==> config.mk <==
export PLATFORM = sky130hd
export DESIGN_NAME = fifo_wr_packer_flat
export DESIGN_NICKNAME = d
export VERILOG_FILES = /design/src/rtl/fifo_wr_packer_if.sv /design/src/rtl/fifo_wr_packer.sv /design/src/flat_wrapper.sv
export SDC_FILE = /design/constraint.sdc
export NUM_CORES = 1
export LEC_CHECK = 0
export BUFFER_PORTS_ARGS = -buffer_cell sky130_fd_sc_hd__buf_2
export CAP_MARGIN = 20
export CORE_UTILIZATION = 47
export DETAILED_ROUTE_END_ITERATION = 10
export PLACE_DENSITY = 0.75
export SLEW_MARGIN = 40
export SYNTH_ARGS = -nofsm -noshare
export SYNTH_HDL_FRONTEND = slang
export SYNTH_SLANG_ARGS = --single-unit
==> constraint.sdc <==
create_clock -name wr_clk -period 1.7 [get_ports wr_clk]
set_input_delay 0.255 -clock wr_clk [delete_from_list [all_inputs] [get_ports wr_clk]]
set_output_delay 0.255 -clock wr_clk [all_outputs]
set_load 0.05 [all_outputs]
==> src/rtl/fifo_wr_packer_if.sv <==
// Handshake and FIFO write-port bundle for fifo_wr_packer.
// The slave side is the packer; the master side is upstream logic and the FIFO.
interface fifo_wr_packer_if #(
  parameter int IN_WIDTH  = 16,
  parameter int OUT_WIDTH = 4
);
  logic [IN_WIDTH-1:0]  s_data;
  logic                 s_valid;
  logic                 s_ready;
  logic [OUT_WIDTH-1:0] fifo_wr_data;
  logic                 fifo_wr_en;
  logic                 fifo_full;

  modport slave (
    input  s_data, s_valid, fifo_full,
    output s_ready, fifo_wr_data, fifo_wr_en
  );

  modport master (
    output s_data, s_valid, fifo_full,
    input  s_ready, fifo_wr_data, fifo_wr_en
  );
endinterface

==> src/rtl/fifo_wr_packer.sv <==
// Write-side width converter: splits IN_WIDTH words into OUT_WIDTH FIFO writes,
// stalling on fifo_full, with a wrapping word counter and a saturating stall counter.
module fifo_wr_packer #(
  parameter int IN_WIDTH  = 16,
  parameter int OUT_WIDTH = 4,
  parameter int MSB_FIRST = 0,
  parameter int CNT_WIDTH = 16
) (
  input  logic                  wr_clk,
  input  logic                  wr_rstn,
  fifo_wr_packer_if.slave       bus,
  output logic                  busy,
  output logic [CNT_WIDTH-1:0]  word_cnt,
  output logic [CNT_WIDTH-1:0]  stall_cnt
);
  localparam int RATIO = IN_WIDTH / OUT_WIDTH;
  localparam int IDX_W = $clog2(RATIO);
  localparam logic [IDX_W-1:0] LAST_IDX = IDX_W'(RATIO - 1);

  typedef enum logic [0:0] {
    IDLE = 1'b0,
    SEND = 1'b1
  } state_t;

  state_t                state_r, state_s;
  logic [IN_WIDTH-1:0]   hold_r, hold_s;
  logic [IDX_W-1:0]      idx_r, idx_s;
  logic [CNT_WIDTH-1:0]  word_cnt_r, word_cnt_s;
  logic [CNT_WIDTH-1:0]  stall_cnt_r, stall_cnt_s;
  logic [IDX_W-1:0]      sel_s;
  logic                  busy_s;
  logic                  last_s;
  logic                  wr_en_s;

  // Registers for FSM state, held word, nibble index and statistics.
  always_ff @(posedge wr_clk or negedge wr_rstn) begin
    if (!wr_rstn) begin
      state_r     <= IDLE;
      hold_r      <= {IN_WIDTH{1'b0}};
      idx_r       <= {IDX_W{1'b0}};
      word_cnt_r  <= {CNT_WIDTH{1'b0}};
      stall_cnt_r <= {CNT_WIDTH{1'b0}};
    end else begin
      state_r     <= state_s;
      hold_r      <= hold_s;
      idx_r       <= idx_s;
      word_cnt_r  <= word_cnt_s;
      stall_cnt_r <= stall_cnt_s;
    end
  end

  // Handshake outputs and next-state logic; a last-nibble write may reload in the same edge.
  always_comb begin
    busy_s      = (state_r == SEND);
    last_s      = (idx_r == LAST_IDX);
    wr_en_s     = busy_s && !bus.fifo_full;
    state_s     = state_r;
    hold_s      = hold_r;
    idx_s       = idx_r;
    word_cnt_s  = word_cnt_r;
    stall_cnt_s = stall_cnt_r;

    case (state_r)
      IDLE: begin
        if (bus.s_valid) begin
          hold_s  = bus.s_data;
          idx_s   = {IDX_W{1'b0}};
          state_s = SEND;
        end else begin
          state_s = IDLE;
        end
      end
      SEND: begin
        if (bus.fifo_full) begin
          if (stall_cnt_r != {CNT_WIDTH{1'b1}}) begin
            stall_cnt_s = stall_cnt_r + CNT_WIDTH'(1);
          end else begin
            stall_cnt_s = stall_cnt_r;
          end
        end else if (!last_s) begin
          idx_s = idx_r + IDX_W'(1);
        end else begin
          word_cnt_s = word_cnt_r + CNT_WIDTH'(1);
          if (bus.s_valid) begin
            hold_s  = bus.s_data;
            idx_s   = {IDX_W{1'b0}};
            state_s = SEND;
          end else begin
            state_s = IDLE;
          end
        end
      end
      default: begin
        state_s = IDLE;
      end
    endcase
  end

  // Slice selection; MSB_FIRST walks the slices from the top down.
  always_comb begin
    if (MSB_FIRST != 0) begin
      sel_s = LAST_IDX - idx_r;
    end else begin
      sel_s = idx_r;
    end
    bus.fifo_wr_data = {OUT_WIDTH{1'b0}};
    for (int i = 0; i < RATIO; i++) begin
      if (sel_s == IDX_W'(i)) begin
        bus.fifo_wr_data = hold_r[i*OUT_WIDTH +: OUT_WIDTH];
      end else begin
        bus.fifo_wr_data = bus.fifo_wr_data;
      end
    end
  end

  // Drive the remaining outputs from state and the FIFO full flag.
  always_comb begin
    bus.fifo_wr_en = wr_en_s;
    bus.s_ready    = (state_r == IDLE) || (last_s && !bus.fifo_full);
    busy           = busy_s;
    word_cnt       = word_cnt_r;
    stall_cnt      = stall_cnt_r;
  end
endmodule

==> src/flat_wrapper.sv <==
// flat-port wrapper written by rule: the top's interface ports become plain ports
module fifo_wr_packer_flat 
#(
  parameter int IN_WIDTH  = 16,
  parameter int OUT_WIDTH = 4,
  parameter int MSB_FIRST = 0,
  parameter int CNT_WIDTH = 16
)
  (wr_clk, wr_rstn, busy, word_cnt, stall_cnt, bus_s_data, bus_s_valid, bus_fifo_full, bus_s_ready, bus_fifo_wr_data, bus_fifo_wr_en);
  fifo_wr_packer_if #(.IN_WIDTH(IN_WIDTH), .OUT_WIDTH(OUT_WIDTH)) bus_i ();
  input  logic wr_clk;
  input  logic wr_rstn;
  output logic busy;
  output logic [CNT_WIDTH-1:0] word_cnt;
  output logic [CNT_WIDTH-1:0] stall_cnt;
  input wire logic [$bits(bus_i.s_data)-1:0] bus_s_data;
  input wire logic [$bits(bus_i.s_valid)-1:0] bus_s_valid;
  input wire logic [$bits(bus_i.fifo_full)-1:0] bus_fifo_full;
  output wire logic [$bits(bus_i.s_ready)-1:0] bus_s_ready;
  output wire logic [$bits(bus_i.fifo_wr_data)-1:0] bus_fifo_wr_data;
  output wire logic [$bits(bus_i.fifo_wr_en)-1:0] bus_fifo_wr_en;
  assign bus_i.s_data = bus_s_data;
  assign bus_i.s_valid = bus_s_valid;
  assign bus_i.fifo_full = bus_fifo_full;
  assign bus_s_ready = bus_i.s_ready;
  assign bus_fifo_wr_data = bus_i.fifo_wr_data;
  assign bus_fifo_wr_en = bus_i.fifo_wr_en;
  fifo_wr_packer #(.IN_WIDTH(IN_WIDTH), .OUT_WIDTH(OUT_WIDTH), .MSB_FIRST(MSB_FIRST), .CNT_WIDTH(CNT_WIDTH)) u_core (.wr_clk(wr_clk), .wr_rstn(wr_rstn), .bus(bus_i), .busy(busy), .word_cnt(word_cnt), .stall_cnt(stall_cnt));
endmodule
==> key figures <==
Status
  • Failing checks: setup timing
  • Status: complete, but fails checks

Global routing
  • Vias in the first global route: 1,589
  • First-pass GRT wire length: 7110 um
  • Initial antenna violation count: 0
  • GRT Residual Overflow: 0
  • Gr usage total: 17.7%
  • Largest net degree at the start of global routing: 52

Clock tree
  • CTS buffer count: 5
  • CTS Root Buffer Type: clkbuf_8
  • H-Tree Depth: 2
  • Worst-Skew Late Latency: 0.30 ns
  • Clock slew seen by the registers of the worst setup and hold paths: 0.09 ns
  • Clk sinks: 51
  • CTS tree: yes
  • CTS max path bufs: 2

Die
  • Site row count: 25
  • Die H: 72.4 um
  • Io pins: 59
  • Die area: 0.00523 mm^2
  • Chip width: 72.4 um
  • Core area: 0.00475 mm^2
  • Starting density of the core: 48.9%

Yosys
  • Library cells used by synthesis: 27
  • Synth Instances: 200
  • Mapped cell area: 0.00233 mm^2
  • Warnings from Yosys: 0
  • Avg Cell Area, Syn: 11.6 um^2
  • Synth Net Count: 226
  • Seq cells post-synth: 51
  • Register area share after synthesis: 54.9%

Pwr
  • Total power: 5520 uW
  • Power per cell area: 1700 mW/mm^2
  • Static Leak: 0.00155 uW
  • IR Drop Worst-Case VDD: 1360 uV

Routing
  • Iter 0 DRT Violations: 75
  • DRC viols: 0
  • Vias per inst: 4.93
  • Routed Antenna Nets: 0
  • Pre-antenna DRT Iters: 4
  • Via count: 1,730
  • Drt wl/cell: 13.0 um
  • Drt total wl: 4570 um

Place
  • Pre-CTS setup slack: -0.115 ns
  • Number of port buffers: 58
  • Final RePlAce weighted congestion: 0.825
  • DP Area: 0.00293 mm^2
  • Post-detail-place hpwl: 3130 um

STA
  • Worst clock skew: 0.00323 ns
  • Final hold vios: 0
  • Final period util: 117%
  • Slew margin rel.: 72.9%
  • WHS: 0.185 ns
  • Slew Viols, Final: 0
  • Final worst slack: -0.291 ns
  • Worst slew pin tran: 0.405 ns
  • Final setup fails: 4
  • Crit path time final: 1.99 ns
  • Achievable Freq: 502 MHz
  • RSZ-0062 raised after global routing: true

Worst setup path
  • Reg2reg end: u_core.stall_cnt[14]$_DFFE_PN0P_
  • CP startpoint: u_core.idx_r[0]$_DFFE_PN0N_
  • Setup CP Type: flop to primary output
  • R2R setup slack: 0.01 ns
  • Worst R2R Start: u_core.stall_cnt[2]$_DFFE_PN0P_
  • Arr. time, crit path: 1.74 ns
  • Reg2Reg Depth: 5
  • Crit path max fanout: 3
  • Worst Setup EP: bus_fifo_wr_data[0]
  • Crit. End Element: primary output
  • Startpoint types: flop
  • Worst path required time: 1.44 ns

Cells and area
  • Most frequent cells in the layout: buf_2, dfrtp_1, xnor2_1
  • Share of layout cells above drive strength 1: 53.5%
  • Fin area: 0.00325 mm^2
  • Diodes inserted: 0
  • Nets@finish: 309
  • Most common cell after layout, fill and taps aside: buf_2
  • Layout area overhead: 39.6%

Job
  • Total of max-cap violations: 0

Hold path
  • HP Class: input port to flop
==> cells in the mapped netlist <==
library cell,instances,area (um^2)
dfrtp_1,51,1280
nor2b_1,2,12.5
and3_1,4,25.0
buf_2,4,20.0
and4_4,2,22.5
buf_4,1,7.51
o21ai_0,5,25.0
nand3b_1,1,7.51
nand2b_1,1,6.26
a21oi_1,6,30.0
nor3_2,1,10.0
and2_1,3,18.8
inv_1,5,18.8
nor3_1,2,10.0
or3b_4,1,11.3
ha_1,6,75.1
a2111oi_2,1,15.0
xor2_1,10,87.6
nand4_1,9,56.3
a22oi_1,3,22.5
nand3_1,8,40.0
a21oi_2,1,8.76
nor2_1,14,52.6
xnor2_1,21,184
nand2_1,19,71.3
mux2_2,18,203
and3b_1,1,8.76
==> registers in the layout, summed over array words and instances, names as in the netlist <==
name,flops
u_core.idx_r,2
u_core.busy,1
u_core.word_cnt,16
u_core.hold_r,16
u_core.stall_cnt,16
==> per-stage QoR <==
stage	cells	setup TNS [ns]	utilization, %
6_report	351	-1.05	68.3
5_1_grt	351	-1.78	68.3
4_1_cts	345	-1.79	66.1
3_5_place_dp	334	-0.328	61.6
3_3_place_gp	334	-0.0369	61.6
2_1_floorplan	200	-4.79	-
==> critical path, cell delays in order, from the launching register on <==
cell,delay [ns]
dfrtp_2,0.45
inv_2,0.09
ha_4,0.13
nor2b_4,0.18
buf_6,0.11
a22oi_2,0.04
nor2_1,0.08
a21oi_1,0.05
o21ai_2,0.12
buf_6,0.17
==> where the power goes <==
group | total [uW] | internal [uW] | switching (uW)
logic | 2790 | 1210 | 1570
clock network | 855 | 476 | 379
registers | 1880 | 1580 | 302
==> metal layers <==
metal / vias to the layer above / GRT usage, % / part of all wire [%]
met5: - / 0 / 0
met4: 0 / 6.54 / 1.2
met3: 5 / 3.89 / 4.7
met2: 48 / 27.6 / 46
met1: 832 / 24.3 / 48
li1: 845 / - / -
==> kinds of logic after synthesis <==
logic type,synth area share [%]
XOR/XNOR,11.7
AO/OA/AOI/OAI,4.36
flip-flops,54.9
buffers and inverters,1.99
adder cells (fa/ha/maj),3.23
AND/OR/NAND/NOR,15.2
multiplexers,8.71
==> what timing repair did <==
action / CTS / global route
endpoints found under the hold margin: 51 / 0
cloned: 0 / 1
endpoints found under the setup margin: 4 / 34
resized for setup: 19 / 16
pin swaps: 3 / 11
hold buffers: 1 / 0
setup buffers: 2 / 5
==> worst min path at each step <==
| stage | cells after the start | from | end |
|---|---|---|---|
| CTS | 2 | bus_s_valid | u_core.busy$_DFF_PN0_ |
| global route | 2 | bus_s_data[3] | u_core.hold_r[3]$_DFFE_PN0P_ |
| global placement | 2 | wr_rstn | u_core.hold_r[12]$_DFFE_PN0P_ |
| finish | 2 | bus_s_data[1] | u_core.hold_r[1]$_DFFE_PN0P_ |
| floorplan | 0 | wr_rstn | u_core.busy$_DFF_PN0_ |
| detailed placement | 2 | wr_rstn | u_core.word_cnt[5]$_DFFE_PN0P_ |
==> final cells by class <==
type	count	area, um^2
Clock buffer	6	82.6
Clock inverter	2	35.0
Fill cell	356	1510
Inverter	5	21.3
Multi-Input combinational cell	140	1220
Sequential cell	51	1290
Tap cell	67	83.8
Timing Repair Buffer	80	513
Note: power is estimated with default switching activity, not from simulation.
